File: src/rtl/axi_lite_cmd_master.sv
// Command-to-AXI-Lite master bridge: one AXI-Lite transaction per command,
// with a sticky watchdog flag for slaves that stall a handshake phase.
module axi_lite_cmd_master #(
   parameter int ADDR_WIDTH = 32,
   parameter int DATA_WIDTH = 32,
   parameter int TIMEOUT    = 256
) (
   input  logic                  ACLK,
   input  logic                  ARESET,
   input  logic                  cmd_valid,
   output logic                  cmd_ready,
   input  logic                  cmd_write,
   input  logic [ADDR_WIDTH-1:0] cmd_addr,
   input  logic [DATA_WIDTH-1:0] cmd_wdata,
   output logic                  rsp_valid,
   input  logic                  rsp_ready,
   output logic                  rsp_write,
   output logic [DATA_WIDTH-1:0] rsp_rdata,
   output logic [1:0]            rsp_resp,
   output logic                  timeout_err,
   output logic                  AWVALID,
   output logic [ADDR_WIDTH-1:0] AWADDR,
   input  logic                  AWREADY,
   output logic                  WVALID,
   output logic [DATA_WIDTH-1:0] WDATA,
   input  logic                  WREADY,
   input  logic                  BVALID,
   input  logic [1:0]            BRESP,
   output logic                  BREADY,
   output logic                  ARVALID,
   output logic [ADDR_WIDTH-1:0] ARADDR,
   input  logic                  ARREADY,
   input  logic                  RVALID,
   input  logic [DATA_WIDTH-1:0] RDATA,
   input  logic [1:0]            RRESP,
   output logic                  RREADY
);

   localparam int CW = (TIMEOUT < 2) ? 1 : $clog2(TIMEOUT + 1);
   localparam logic [CW-1:0] TLIM = CW'(TIMEOUT);
   localparam bit WD_EN = (TIMEOUT != 0);

   typedef enum logic [2:0] {
      IDLE, WR_AW_W, WR_B, RD_AR, RD_R, RSP
   } state_t;

   state_t                state_q, state_d;
   logic [ADDR_WIDTH-1:0] addr_q, addr_d;
   logic [DATA_WIDTH-1:0] wdata_q, wdata_d;
   logic                  write_q, write_d;
   logic                  aw_done_q, aw_done_d;
   logic                  w_done_q, w_done_d;
   logic [DATA_WIDTH-1:0] rdata_q, rdata_d;
   logic [1:0]            resp_q, resp_d;
   logic                  rwrite_q, rwrite_d;
   logic [CW-1:0]         cnt_q, cnt_d;
   logic                  err_q, err_d;
   logic                  aw_hs, w_hs, wait_st;

   assign cmd_ready   = (state_q == IDLE) & ~ARESET;
   assign AWVALID     = (state_q == WR_AW_W) & ~aw_done_q;
   assign WVALID      = (state_q == WR_AW_W) & ~w_done_q;
   assign BREADY      = (state_q == WR_B);
   assign ARVALID     = (state_q == RD_AR);
   assign RREADY      = (state_q == RD_R);
   assign rsp_valid   = (state_q == RSP);
   assign AWADDR      = addr_q;
   assign ARADDR      = addr_q;
   assign WDATA       = wdata_q;
   assign rsp_write   = rwrite_q;
   assign rsp_rdata   = rdata_q;
   assign rsp_resp    = resp_q;
   assign timeout_err = err_q;

   assign aw_hs = AWVALID & AWREADY;
   assign w_hs  = WVALID & WREADY;

   always_comb begin
      state_d   = state_q;
      addr_d    = addr_q;
      wdata_d   = wdata_q;
      write_d   = write_q;
      aw_done_d = aw_done_q;
      w_done_d  = w_done_q;
      rdata_d   = rdata_q;
      resp_d    = resp_q;
      rwrite_d  = rwrite_q;
      unique case (state_q)
         IDLE: begin
            if (cmd_valid && cmd_ready) begin
               addr_d    = cmd_addr;
               wdata_d   = cmd_wdata;
               write_d   = cmd_write;
               aw_done_d = 1'b0;
               w_done_d  = 1'b0;
               state_d   = cmd_write ? WR_AW_W : RD_AR;
            end
         end
         WR_AW_W: begin
            aw_done_d = aw_done_q | aw_hs;
            w_done_d  = w_done_q | w_hs;
            if (aw_done_d && w_done_d) begin
               state_d = WR_B;
            end
         end
         WR_B: begin
            if (BVALID) begin
               resp_d   = BRESP;
               rdata_d  = '0;
               rwrite_d = write_q;
               state_d  = RSP;
            end
         end
         RD_AR: begin
            if (ARREADY) begin
               state_d = RD_R;
            end
         end
         RD_R: begin
            if (RVALID) begin
               rdata_d  = RDATA;
               resp_d   = RRESP;
               rwrite_d = write_q;
               state_d  = RSP;
            end
         end
         RSP: begin
            if (rsp_ready) begin
               state_d = IDLE;
            end
         end
         default: state_d = IDLE;
      endcase
   end

   // Counter is zero outside wait phases, so every entry starts from zero.
   always_comb begin
      wait_st = (state_q == WR_AW_W) || (state_q == WR_B) ||
                (state_q == RD_AR) || (state_q == RD_R);
      cnt_d = cnt_q;
      if (!wait_st || (state_d != state_q)) begin
         cnt_d = '0;
      end else if (cnt_q != TLIM) begin
         cnt_d = cnt_q + CW'(1);
      end
      err_d = err_q | (WD_EN && (cnt_d == TLIM));
   end

   always_ff @(posedge ACLK or posedge ARESET) begin
      if (ARESET) begin
         state_q   <= IDLE;
         addr_q    <= '0;
         wdata_q   <= '0;
         write_q   <= 1'b0;
         aw_done_q <= 1'b0;
         w_done_q  <= 1'b0;
         rdata_q   <= '0;
         resp_q    <= '0;
         rwrite_q  <= 1'b0;
         cnt_q     <= '0;
         err_q     <= 1'b0;
      end else begin
         state_q   <= state_d;
         addr_q    <= addr_d;
         wdata_q   <= wdata_d;
         write_q   <= write_d;
         aw_done_q <= aw_done_d;
         w_done_q  <= w_done_d;
         rdata_q   <= rdata_d;
         resp_q    <= resp_d;
         rwrite_q  <= rwrite_d;
         cnt_q     <= cnt_d;
         err_q     <= err_d;
      end
   end

endmodule

File: config.mk
export PLATFORM = sky130hd
export DESIGN_NAME = axi_lite_cmd_master
export DESIGN_NICKNAME = d
export VERILOG_FILES = /design/src/rtl/axi_lite_cmd_master.sv
export SDC_FILE = /design/constraint.sdc
export NUM_CORES = 1
export LEC_CHECK = 0
export BUFFER_PORTS_ARGS = -buffer_cell sky130_fd_sc_hd__buf_2
export CORE_UTILIZATION = 47
export CTS_BUF_LIST = sky130_fd_sc_hd__clkbuf_4
export CTS_CLUSTER_SIZE = 14
export DETAILED_ROUTE_END_ITERATION = 12
export GPL_ROUTABILITY_DRIVEN = 0
export PLACE_DENSITY = 0.82
export SYNTH_ARGS = -nofsm -noshare
export SYNTH_HDL_FRONTEND = slang
export SYNTH_SLANG_ARGS = --single-unit
File: constraint.sdc
create_clock -name ACLK -period 5.4 [get_ports ACLK]
set_clock_uncertainty 0.2 [all_clocks]
set_input_delay 0.81 -clock ACLK [delete_from_list [all_inputs] [get_ports ACLK]]
set_output_delay 0.81 -clock ACLK [all_outputs]
set_load 0.01 [all_outputs]
Yosys cells after proc, flatten, opt, wreduce, memory -nomap -nowiden
Cells that the tools add are included.
- flip-flop bits (word level): 115
- input bits: 110
- output and inout bits: 139
- word-level logic and storage cells: 69
- $add $sub $neg: 1
- eq/ne operators: 11
- multiplexer cells: 22
- bitwise operators: 11
- reductions and logical operators: 13
- operators by type and width (kind ; count):
    $mux 32 ; 2
    $pmux 32 s2 ; 1
    $mux 3 ; 6
    $mux 9 ; 2
    $pmux 3 s6 ; 1
    $add 9x1->9 const B ; 1
    $eq 9x9->1 const B ; 1
    $ne 9x9->1 const B ; 1
    $eq 3x2->1 const B ; 2
    $eq 3x3->1 const B ; 2
    $mux 2 ; 3
    $pmux 1 s2 ; 3
    $and 1x1->1 ; 5
    $logic_or 1x1->1 ; 4
    $ne 2x2->1 const B ; 2
    $pmux 2 s2 ; 1
    $reduce_and 2->1 ; 2
    $reduce_bool 2->1 ; 2
    $eq 3x1->1 const B ; 1
    $logic_not 3->1 ; 1
    $mux 1 ; 3
    $ne 3x3->1 ; 1
    $not 1->1 ; 3
    $or 1x1->1 ; 3
    other kinds (4) ; 5

Longest topological paths before layout
- depth after elaboration: 12
- mapped depth: 8
- mapped depth without buffers: 7

Least setup slack after synthesis
No wires, ideal clock.
- path kind: reg-to-output
- from: register state_q[1]
- to: output RREADY
- arrival: 1270 ps
- data required time: 4390 ps
- path slack: 3120 ps
- stages on the path, launching flop included: 5
- buffers on the path: 2
- cell sequence: dfrtp_1 -> buf_2 -> nand2b_1 -> nor2_2 -> clkbuf_1
- word-level cells in the longest chain between the ends: 1
- ends and longest elaborated chain (what ; RTL line ; source):
    from (decl) ; 47 ; state_t state_q, state_d;
    from (signal assigned) ; 163 ; state_q <= state_d;
    $eq 3x3->1 ; 65 ; assign RREADY = (state_q == RD_R);
    to (decl) ; 36 ; output logic RREADY
No other way between the ends.

Final worst setup path
Ends and elaborated chain as after synthesis.

==> results.txt <==
The maximum net fanout on the critical path works out to 35. Counting both buffers and inverters, the worst setup path holds a total of 2. The net switching power of the design was 1.39 mW.

The region available for standard cell placement spans 10300 sq um. The number of nets still failing antenna checks after routing came out at 0. For this design the top-level I/O count stands at 249.

In the synthesized netlist, the cells that appear most often are sky130_fd_sc_hd__nand2_1, sky130_fd_sc_hd__dfrtp_1, sky130_fd_sc_hd__buf_4, sky130_fd_sc_hd__o21ai_0, sky130_fd_sc_hd__nor2_1. Synthesis instantiated 40 different standard cells from the library. The number of nets in the synthesized netlist is 676. The time the worst path needs with I/O delays and setup is 2970 ps, and the proportion of power drawn by combinational gates is 39.0%. The filler cells instantiated in the layout total 919. The worst setup path is captured at an output port. The worst setup path is of the reg2out kind.

The flow ran to the end, and the final reports show no timing, DRC or antenna violations. The first global-routing pass estimated 20.0 mm of wire. The later-pin clock latency in the skew report is 490 ps. Static timing analysis puts the maximum clock frequency at 337 MHz.

STA classifies the critical path startpoint as a flop. The die covers 11100 sq um. For the total of warnings raised by yosys, the log shows 0. The share of async-settable or async-resettable flops after synthesis came out at 100%. Among all cell types in the netlist, the one instantiated most often is sky130_fd_sc_hd__nand2_1.

In this run the horizontal extent of the chip is 105 microns. In this run, synthesis produced a sequential element count of 115. In this run the static leakage power is 3.62 nW. Cell internal power was estimated by the tool at 2.18 mW. The run gives 0 as the leftover overflow at the end of global routing. The switching share of power was 39.0%.

The first detailed-routing pass took 4 iterations. For the worst setup path, the data arrival time is 1960 ps. The number of gates given a new drive strength after cts was 0. After synthesis, flip-flops and latches occupy 57.5% of the total area.

The count of final hold-check violations was 0. The die is 105 microns tall. The total standard cell area after synthesis is 5010 sq um, and the part of the cycle the worst path needs is 55.0%.

For the final routed database, the setup TNS stands at 0 ps. Number of design-rule violations left by the first detailed-router iteration: 293. In the routed design, unresolved DRC markers number 0. The clock slew at the register clock pins of the worst setup and hold paths was 100 ps. TritonCTS built the clock tree. Registers are responsible for 40.9% of the overall power. For the number of global-route vias before repair, the log shows 4263. The critical path goes through nand2b_1 > nor2_2 > buf_4 > buf_2.

Counting every sink on the clock net gives 115. The number of antenna repair diodes was 0; the aggregate routed wire length was 12.4 mm. The average cell area after synthesis was 8.88 sq um; the number of enable flip-flop cells after synthesis was 0. Clock tree synthesis selected as its root buffer the cell sky130_fd_sc_hd__clkbuf_4. On the worst path, the slowest cell contributes a delay of 530 ps. The number of buffers on the longest clock path is 2.

Once detailed placement completed, the half-perimeter wirelength came to 8.91 mm. Of the cells placed in the final design, the portion with a size suffix greater than 1 is 37.0%. The slowest stage of the critical path is the sky130_fd_sc_hd__dfrtp_1 cell.

Slew at the pin closest to its max-slew limit: 1190 ps. The number of hold buffers added after CTS came out at 0. Timing analysis after detailed placement gives a worst setup slack of 2530 ps. After synthesis, the cell types taking the most area are sky130_fd_sc_hd__dfrtp_1, sky130_fd_sc_hd__nand2_1, sky130_fd_sc_hd__buf_4.

The final-report max-slew violation count is 0. The logs give 23.3% for the total routing usage reported by global routing and 17 for the number of buffers inserted during clock tree synthesis. The final hold slack is 276 ps, and the post-detailed-route via-to-cell ratio is 4.79. The biggest area contributor in the post-synthesis netlist is sky130_fd_sc_hd__dfrtp_1.

The area fraction of the dominant cell type after synthesis was 57.5%; the signed area change from the synthesized netlist to the final layout was 27.4%. The endpoint required time on the critical path is 4390 ps. Total setup buffers inserted after CTS: 0.

The net count of the finished layout is 883. For the worst-case setup margin in the final layout, the log shows 2430 ps. Setup repair after global routing left no endpoint under its margin. Across all register-to-register paths, the minimum setup slack is 2630 ps. Setup violations remaining at the end of the flow were counted as 0. The starting density of the core is 48.5%, and the synthesized instance count is 564. The clock share of power was 20.1%; the number of antenna violations at the first check in global routing was 0.

The leading register cell type out of synthesis was sky130_fd_sc_hd__dfrtp_1. In this run the power density over the cells is 560 nW/um^2. The clock tree synthesis step divided the H-tree into 4 levels. The maximum resistive drop on vdd came out at 258 uV. Grouping stages by cell kind, the critical path spends the most delay in buffers and inverters.

The number of cell rows was 37; the via total after detailed routing was 4393. The tightest min-delay check is of the reg2reg type. Max-cap violations in this run came to 0. Headroom to the max-slew limit came out at 20.9%.

The pin count of the biggest net entering global routing was 75; the detailed-route wire length per cell was 13.5 microns. Input and output buffers added on the ports amount to 248.
## metal layers
metal  vias up  global-route usage, %  wire length [microns]  share of wire (%)
met3        23                   6.67                    693                5.6
met2       169                   41.4                   6490                 52
met5         -                      0                      0                  0
met1      2048                   26.0                   4960                 40
li1       2153                      -                      -                  -
met4         0                   9.56                    261                2.1
## cell families after synthesis
kind of cell	synth area share [%]
AOI/OAI and AO/OA	6.35
xor gates and xnor gates	1.75
adders and majority gates	0.500
buffers and inverters	8.17
DFF	57.5
muxes	0.850
and+or+nand+nor	24.9
## layout by cell type (no fill, tap or decap), drive strengths merged, types with 4 or more instances in the layout
master,instances
a21oi,5
clkinv,4
xnor2,6
xor2,4
buf,251
nand3,6
dfrtp,115
bufinv,5
nor2,21
nand2b,4
o21ai,35
inv,5
clkbuf,18
nand2,269
## worst register-to-register path, cell delays in order, from the launching register on
cell and delay [ps]:
sky130_fd_sc_hd__dfrtp_1 580, sky130_fd_sc_hd__nand2b_1 260, sky130_fd_sc_hd__o32a_2 890, sky130_fd_sc_hd__o2111ai_4 430, sky130_fd_sc_hd__nor2_4 200, sky130_fd_sc_hd__a41o_1 160
## final cells by class
type	instances	area, sq um	share of cell area [%]
tap	136	170	2.67
clock inverter	11	188	2.94
clock buffer	18	135	2.12
inverter	5	21.3	0.333
sequential	115	2880	45.1
multi-input combinational	381	1720	27.0
timing repair buffer	251	1260	19.8
## power groups by stage
| stage | sequential (mW) | combinational (mW) | clock (mW) |
|---|---|---|---|
| 2_1_floorplan | 1.59 | 0.790 | 0 |
| 3_3_place_gp | 1.45 | 1.36 | 0 |
| 3_5_place_dp | 1.47 | 1.41 | 0 |
| 4_1_cts | 1.46 | 1.41 | 0.735 |
| 5_1_grt | 1.51 | 1.55 | 0.773 |
| 6_report | 1.46 | 1.39 | 0.718 |
## metrics by stage
| step | area, sq um | utilization (%) | total power [mW] | cells |
|---|---|---|---|---|
| final | 6380 | 61.8 | 3.57 | 917 |
| after global routing | 6380 | 61.8 | 3.83 | 917 |
| after CTS | 6380 | 61.8 | 3.61 | 917 |
| after detailed placement | 6060 | 58.7 | 2.88 | 888 |
| after global placement | 6060 | 58.7 | 2.81 | 888 |
| after floorplan | 5010 | - | 2.38 | 564 |
## worst paths after layout
check	from	end	depth (start not counted)
worst max-delay path	state_q[1]	RREADY	4
worst min-delay path	WDATA[21]	WDATA[21]	2
worst max register to register	state_q[1]	timeout_err	5
worst min register to register	WDATA[21]	WDATA[21]	2
max in group asynchronous	ARESET	w_done_q	3
min in group asynchronous	ARESET	state_q[1]	2
## state kept, by name, indices dropped and copies added (netlist names)
register / cells
state_q: 3
w_done_q: 1
WDATA: 32
aw_done_q: 1
timeout_err: 1
write_q: 1
rsp_write: 1
rsp_resp: 2
cnt_q: 9
rsp_rdata: 32
ARADDR: 32
(Power assumes the default switching activity.)
